--- src/rtl/imem_load_ctrl.sv ---
// imem_load_ctrl: boot/reload controller for the instruction memory.
// Streams host program words into consecutive memory words starting at 0,
// arbitrates the memory read address between the loader and the core's
// fetch path, and keeps the core stalled until a complete program is resident.
//
// Handshake: a host word is transferred on a rising clock edge exactly when
// load_valid and load_ready are both high in the cycle before that edge.
// load_ready depends only on state and load_start, never on load_valid.
// The host holds load_data/load_last stable while load_valid is high and
// load_ready is low.
module imem_load_ctrl #(
    parameter int DEPTH = 32,
    parameter int CW    = 6
) (
    input  logic          clock,
    input  logic          reset_n,
    input  logic          load_start,
    input  logic          load_valid,
    input  logic [31:0]   load_data,
    input  logic          load_last,
    output logic          load_ready,
    input  logic [31:0]   fetch_addr,
    output logic [31:0]   mem_addr,
    output logic [31:0]   mem_waddr,
    output logic [31:0]   mem_wdata,
    output logic          mem_we,
    output logic          cpu_stall,
    output logic          load_done,
    output logic          load_err,
    output logic          fetch_fault,
    output logic [CW-1:0] word_count,
    output logic [1:0]    dbg_state
);

    typedef enum logic [1:0] {
        S_IDLE = 2'd0,
        S_LOAD = 2'd1,
        S_RUN  = 2'd2,
        S_ERR  = 2'd3
    } state_t;

    // Index of the final memory word and the saturated overflow count.
    localparam logic [CW-1:0] LAST_IDX  = CW'(DEPTH - 1);
    localparam logic [CW-1:0] FULL_CNT  = CW'(DEPTH);
    localparam logic [31:0]   DEPTH_W32 = 32'(DEPTH);

    state_t state;
    logic   accept;
    logic   fetch_ok;

    // Handshake: restart wins over a word offered in the same cycle.
    always_comb begin
        load_ready = (state == S_LOAD) && !load_start;
        accept     = load_valid && load_ready;
    end

    // Write port: the accepted word lands at the slot word_count points at.
    always_comb begin
        mem_we    = accept;
        mem_waddr = 32'(word_count);
        mem_wdata = accept ? load_data : 32'd0;
    end

    // Read address mux: the core fetches in RUN, the loader reads back otherwise.
    always_comb begin
        fetch_ok    = (fetch_addr < DEPTH_W32);
        mem_addr    = 32'(word_count);
        fetch_fault = 1'b0;
        if (state == S_RUN) begin
            mem_addr    = fetch_ok ? fetch_addr : 32'd0;
            fetch_fault = !fetch_ok;
        end
    end

    // Status outputs decoded from the state alone.
    always_comb begin
        cpu_stall = (state != S_RUN);
        load_done = (state == S_RUN);
        load_err  = (state == S_ERR);
        dbg_state = state;
    end

    // Controller FSM and word counter; load_start restarts from every state.
    always_ff @(posedge clock or negedge reset_n) begin
        if (!reset_n) begin
            state      <= S_IDLE;
            word_count <= '0;
        end else if (load_start) begin
            state      <= S_LOAD;
            word_count <= '0;
        end else begin
            case (state)
                S_LOAD: begin
                    if (accept) begin
                        if (load_last) begin
                            state      <= S_RUN;
                            word_count <= word_count + CW'(1);
                        end else if (word_count == LAST_IDX) begin
                            // Final slot written without load_last: overflow.
                            state      <= S_ERR;
                            word_count <= FULL_CNT;
                        end else begin
                            word_count <= word_count + CW'(1);
                        end
                    end
                end
                S_IDLE:  state <= S_IDLE;
                S_RUN:   state <= S_RUN;
                S_ERR:   state <= S_ERR;
                default: state <= S_IDLE;
            endcase
        end
    end

endmodule

--- config.mk ---
export PLATFORM = sky130hd
export DESIGN_NAME = imem_load_ctrl
export DESIGN_NICKNAME = d
export VERILOG_FILES = /design/src/rtl/imem_load_ctrl.sv
export SDC_FILE = /design/constraint.sdc
export NUM_CORES = 1
export LEC_CHECK = 0
export CAP_MARGIN = 20
export CORE_UTILIZATION = 27
export DETAILED_ROUTE_END_ITERATION = 8
export HOLD_SLACK_MARGIN = 0.15
export PLACE_DENSITY = 0.91
export SLEW_MARGIN = 40
export SYNTH_ARGS = -nofsm -noshare
export SYNTH_HDL_FRONTEND = slang
export SYNTH_SLANG_ARGS = --single-unit
--- constraint.sdc ---
create_clock -name clock -period 2.8 [get_ports clock]
set_input_delay 0.42 -clock clock [delete_from_list [all_inputs] [get_ports clock]]
set_output_delay 0.42 -clock clock [all_outputs]
set_load 0.05 [all_outputs]
Word-level counts from Yosys, hierarchy flattened:

Index checks and enable logic that the tools add are counted.

* order comparisons: 1
* muxes and demuxes: 14
* $add $sub $neg: 1
* reductions and logical operators: 9
* equality and inequality tests: 7

Operators with widths (count)
* $mux W32: 3
* $lt A32 B6 Y1 const B: 1
* $mux W6: 5
* $mux W2: 4
* $pmux W2 S4: 1
* $add A6 B1 Y6 const B: 1
* $eq A6 B5 Y1 const B: 1
* $eq A2 B2 Y1 const B: 2
* $ne A4 B3 Y1 const B: 1
* $reduce_and A2 Y1: 2
* $reduce_bool A2 Y1: 2
* $ne A3 B3 Y1 const B: 1
* $eq A2 B1 Y1 const B: 1
* $logic_and A1 B1 Y1: 2
* $logic_not A1 Y1: 2
* $logic_not A2 Y1: 1
* $ne A2 B2 Y1 const B: 1
* $mux W1: 1

* output and inout bits: 110
* logic and storage cells: 34
* input bits: 69
* register bits: 8

Longest topological paths before layout:

* depth in word-level cells: 6
* gate-level depth with buffers: 4
* depth with buffers taken out: 4

Worst setup path after synthesis:

Ideal clock, no wire load.

* path kind: register -> output
* start: reg state[0], in the netlist dbg_state[0]
* end: out mem_addr[0]
* path buffers: 1
* arrival: 2496 ps
* cell stages (with the launch flop): 5
* setup slack: -116 ps
* data required time: 2380 ps
* cell sequence: dfrtp_1 > clkbuf_1 > nand2b_2 > inv_1 > o22ai_1

* word-level cells in the longest chain between the ends: 2

Ends and longest elaborated chain
* start, declared: line 47 `state_t state;`
* start signal, assigned: line 86 `state <= S_IDLE;`
* start signal, assigned: line 89 `state <= S_LOAD;`
* start signal, assigned: line 96 `state <= S_RUN;`
* $eq A2 B2 Y1
* named net load_done: line 28 `output logic load_done,`
* $mux W32: line 69 `if (state == S_RUN) begin`
* end, declared: line 23 `output logic [31:0] mem_addr,`

The timed path passes the listed nets, and every way through them passes these cells.

Worst setup path in the final report:

* start: in fetch_addr[14]
* end: out mem_addr[3]

* word-level cells in the longest chain between the ends: 3

Ends and longest elaborated chain
* start, declared: line 22 `input logic [31:0] fetch_addr,`
* $lt A32 B6 Y1: line 66 `fetch_ok = (fetch_addr < DEPTH_W32);`
* $mux W32: line 70 `mem_addr = fetch_ok ? fetch_addr : 32'd0;`
* $mux W32: line 69

No other way between the ends.

==> flow_summary_export.csv <==
group,metric,value,unit
outcome,status,"complete, no violations",
run,maxCapViolCount,0,
yosys,ys_seq_area_share,15.2,%
sta,final_max_slew_viol_count,0,
yosys,synth_seq_cells,8,
pwr,ir_drop,0.172,mV
placed_design,hpwl,3.98,mm
clocking,htreeDepth,1,
sta,fmax,395,MHz
pwr,p_total,0.818,mW
sta,slew-limit-headroom,57.7,%
cells_and_area,antennaDiodeCount,0,
yosys,netlist_area,1320,sq um
cells_and_area,final_cell_mix,"clkdlybuf4s50_1 (86), conb_1 (52), buf_12 (38)",
detailed_routing,wl_per_cell,13.0,microns
yosys,synthTopCellsByArea,"buf_4 (33%), and2_1 (16%), dfrtp_1 (15%)",
yosys,synth_top_area_cell,"buf_4",
die,core,4690,sq um
global_route,grt.overflow.total,0,
worst_setup_path,max_stage_delay,0.54,ns
cells_and_area,layout-drive-gt1-share,18.0,%
placed_design,placedInstanceArea,2780,sq um
global_route,grt_max_degree,34,
die,die_area,5160,sq um
cells_and_area,multiInputGateArea,840,sq um
worst_setup_path,path_class,"in -> out",
cells_and_area,nets,366,
yosys,ys_types,35,
cells_and_area,area_growth,114,%
clocking,clockBufferDepth,2,
yosys,synth_edf_count,0,
yosys,synthFlopType,"dfrtp_1",
detailed_routing,wirelength,4.51,mm
yosys,ys.warnings.count,0,
min_path,hp-class,"in -> async",
die,start_util,28.1,%
sta,rsz0062_at_grt,"no",
worst_setup_path,crit_buf_inv,2,
clocking,cts_tree,"yes",
clocking,postCtsHoldBufs,0,
cells_and_area,fill_cells,391,
placed_design,port_buffers,126,
die,die_w,71.8,microns
global_route,grt_pass1_wl,6.50,mm
worst_setup_path,critPathTopFamily,"simple AND/OR/NAND/NOR gates",
detailed_routing,drt_iter0_markers,25,
cells_and_area,final_common_cell,"clkdlybuf4s50_1",
worst_setup_path,start_kind,"input port",
worst_setup_path,crit_chain,"clkdlybuf4s50_1, nor4_2, nand4_1, o21ai_0, buf_12",
detailed_routing,via_per_inst,4.32,
clocking,cts_resized,0,
die,num_io_pins,179,
sta,tightest_slew,0.629,ns
sta,final_hold_viol_count,0,
sta,setup_tns,0,ns
pwr,power.density,290,nW/um^2
global_route,antenna_found_initial,0,
clocking,clkTransAtPathRegs,0.05,ns
detailed_routing,vias,1503,
clocking,root_buffer,"clkbuf_8",
clocking,cts_sinks,8,
global_route,grt_pass1_vias,1400,
global_route,track_usage,16.5,%
yosys,syn_avg_cell_area,7.52,sq um
detailed_routing,antenna_left,0,
yosys,syn_inst,175,
die,dieHeight,71.8,microns
sta,fin_crit_sh,90.4,%
worst_setup_path,crit_slowest_cell,"nor4_2",
worst_setup_path,worstPathArrival,2.11,ns
clocking,post_cts_buffers,0,
worst_setup_path,crit_required,2.38,ns
cells_and_area,postLayoutCellArea,2820,sq um
clocking,cts_made_buffers,3,
cells_and_area,area.sequential,200,sq um
clocking,clkLatencyLatePin,0.23,ns
sta,skew,0.00887,ns
detailed_routing,drc,0,
die,placementRows,25,
worst_setup_path,endpoint_kind,"primary output",
placed_design,place_congestion,0.802,
worst_setup_path,cp_max_fo,6,
pwr,leakage,1.20,nW
sta,setup_violations,0,
detailed_routing,drt_pass1_iterations,4,
sta,period_needed,2.53,ns
yosys,synth_top_area_share,33.1,%
yosys,synthArstFlopShare,100,%
## final cells by class
class | instances | share of cell area [%]
Multi-Input combinational cell | 150 | 29.7
Tap cell | 54 | 2.39
Inverter | 4 | 0.532
Sequential cell | 8 | 7.09
Timing Repair Buffer | 129 | 58.8
Clock buffer | 3 | 1.46
## routing by layer
layer / routed length, microns / share of wire [%] / global-route usage (%) / up-vias
met5: 0 / 0 / 0 / -
met1: 1590 / 35 / 18.3 / 676
li1: - / - / - / 724
met4: 95 / 2.1 / 6.54 / 0
met2: 2510 / 56 / 30.3 / 93
met3: 310 / 6.9 / 3.66 / 10
## through the flow
step,setup slack [ns],util (%),hold slack [ns],cells
floorplan,-0.000357,-,0.124,226
global placement,0.407,59.3,0.607,345
detailed placement,0.288,59.3,0.622,345
CTS,0.287,60.2,0.488,348
global route,0.185,60.2,0.518,348
finish,0.270,60.2,0.475,348
## cell families (layout without fill, tap and decap cells)
| family | Yosys count | after routing | share of synthesized area, % |
|---|---|---|---|
| AND/OR/NAND/NOR | 76 | 76 | 37.5 |
| buffers and inverters | 68 | 136 | 36.0 |
| AO/OA/AOI/OAI | 21 | 21 | 9.98 |
| flip-flops | 8 | 8 | 15.2 |
| adder cells (fa/ha/maj) | 1 | 1 | 0.950 |
| other | 1 | 52 | 0.285 |
## Yosys cell counts (all sizes together) (2+ instances only)
master and instances:
a21oi 5, and2 33, and3b 6, buf 59
clkbuf 5, dfrtp 8, inv 4, nand2 9
nand3 3, nand3b 2, nand4 6, nor2 3
nor3 2, nor4 7, o21ai 7, or3 2
## worst paths after layout
check | cells after the start | endpoint | start | slack [ns]
worst max-delay path | 5 | mem_addr[3] | fetch_addr[14] | 0.27
worst min-delay path | 1 | word_count[1]$_DFFE_PN0P_ | reset_n | 0.47
worst min register to register | 1 | word_count[3]$_DFFE_PN0P_ | word_count[3]$_DFFE_PN0P_ | 0.63
worst max register to register | 4 | word_count[5]$_DFFE_PN0P_ | word_count[1]$_DFFE_PN0P_ | 1.28
max in group asynchronous | 1 | word_count[4]$_DFFE_PN0P_ | reset_n | 2.04
min in group clock | 1 | word_count[3]$_DFFE_PN0P_ | word_count[3]$_DFFE_PN0P_ | 0.63
## registers in the layout, indices dropped and copies added, names as in the netlist
signal / cells
dbg_state: 2
word_count: 6
## power breakdown
| part | switching [mW] | internal, mW | total [mW] |
|---|---|---|---|
| clock network | 0.0474 | 0.0933 | 0.141 |
| logic | 0.341 | 0.207 | 0.549 |
| registers | 0.00828 | 0.120 | 0.129 |
## worst register-to-register path, cell delays in order, from the launching register on
cell	delay, ns
dfrtp_1	0.46
ha_1	0.27
nand4bb_1	0.18
a211o_1	0.29
a211oi_1	0.23
Note: power is estimated with default switching activity, not from simulation.
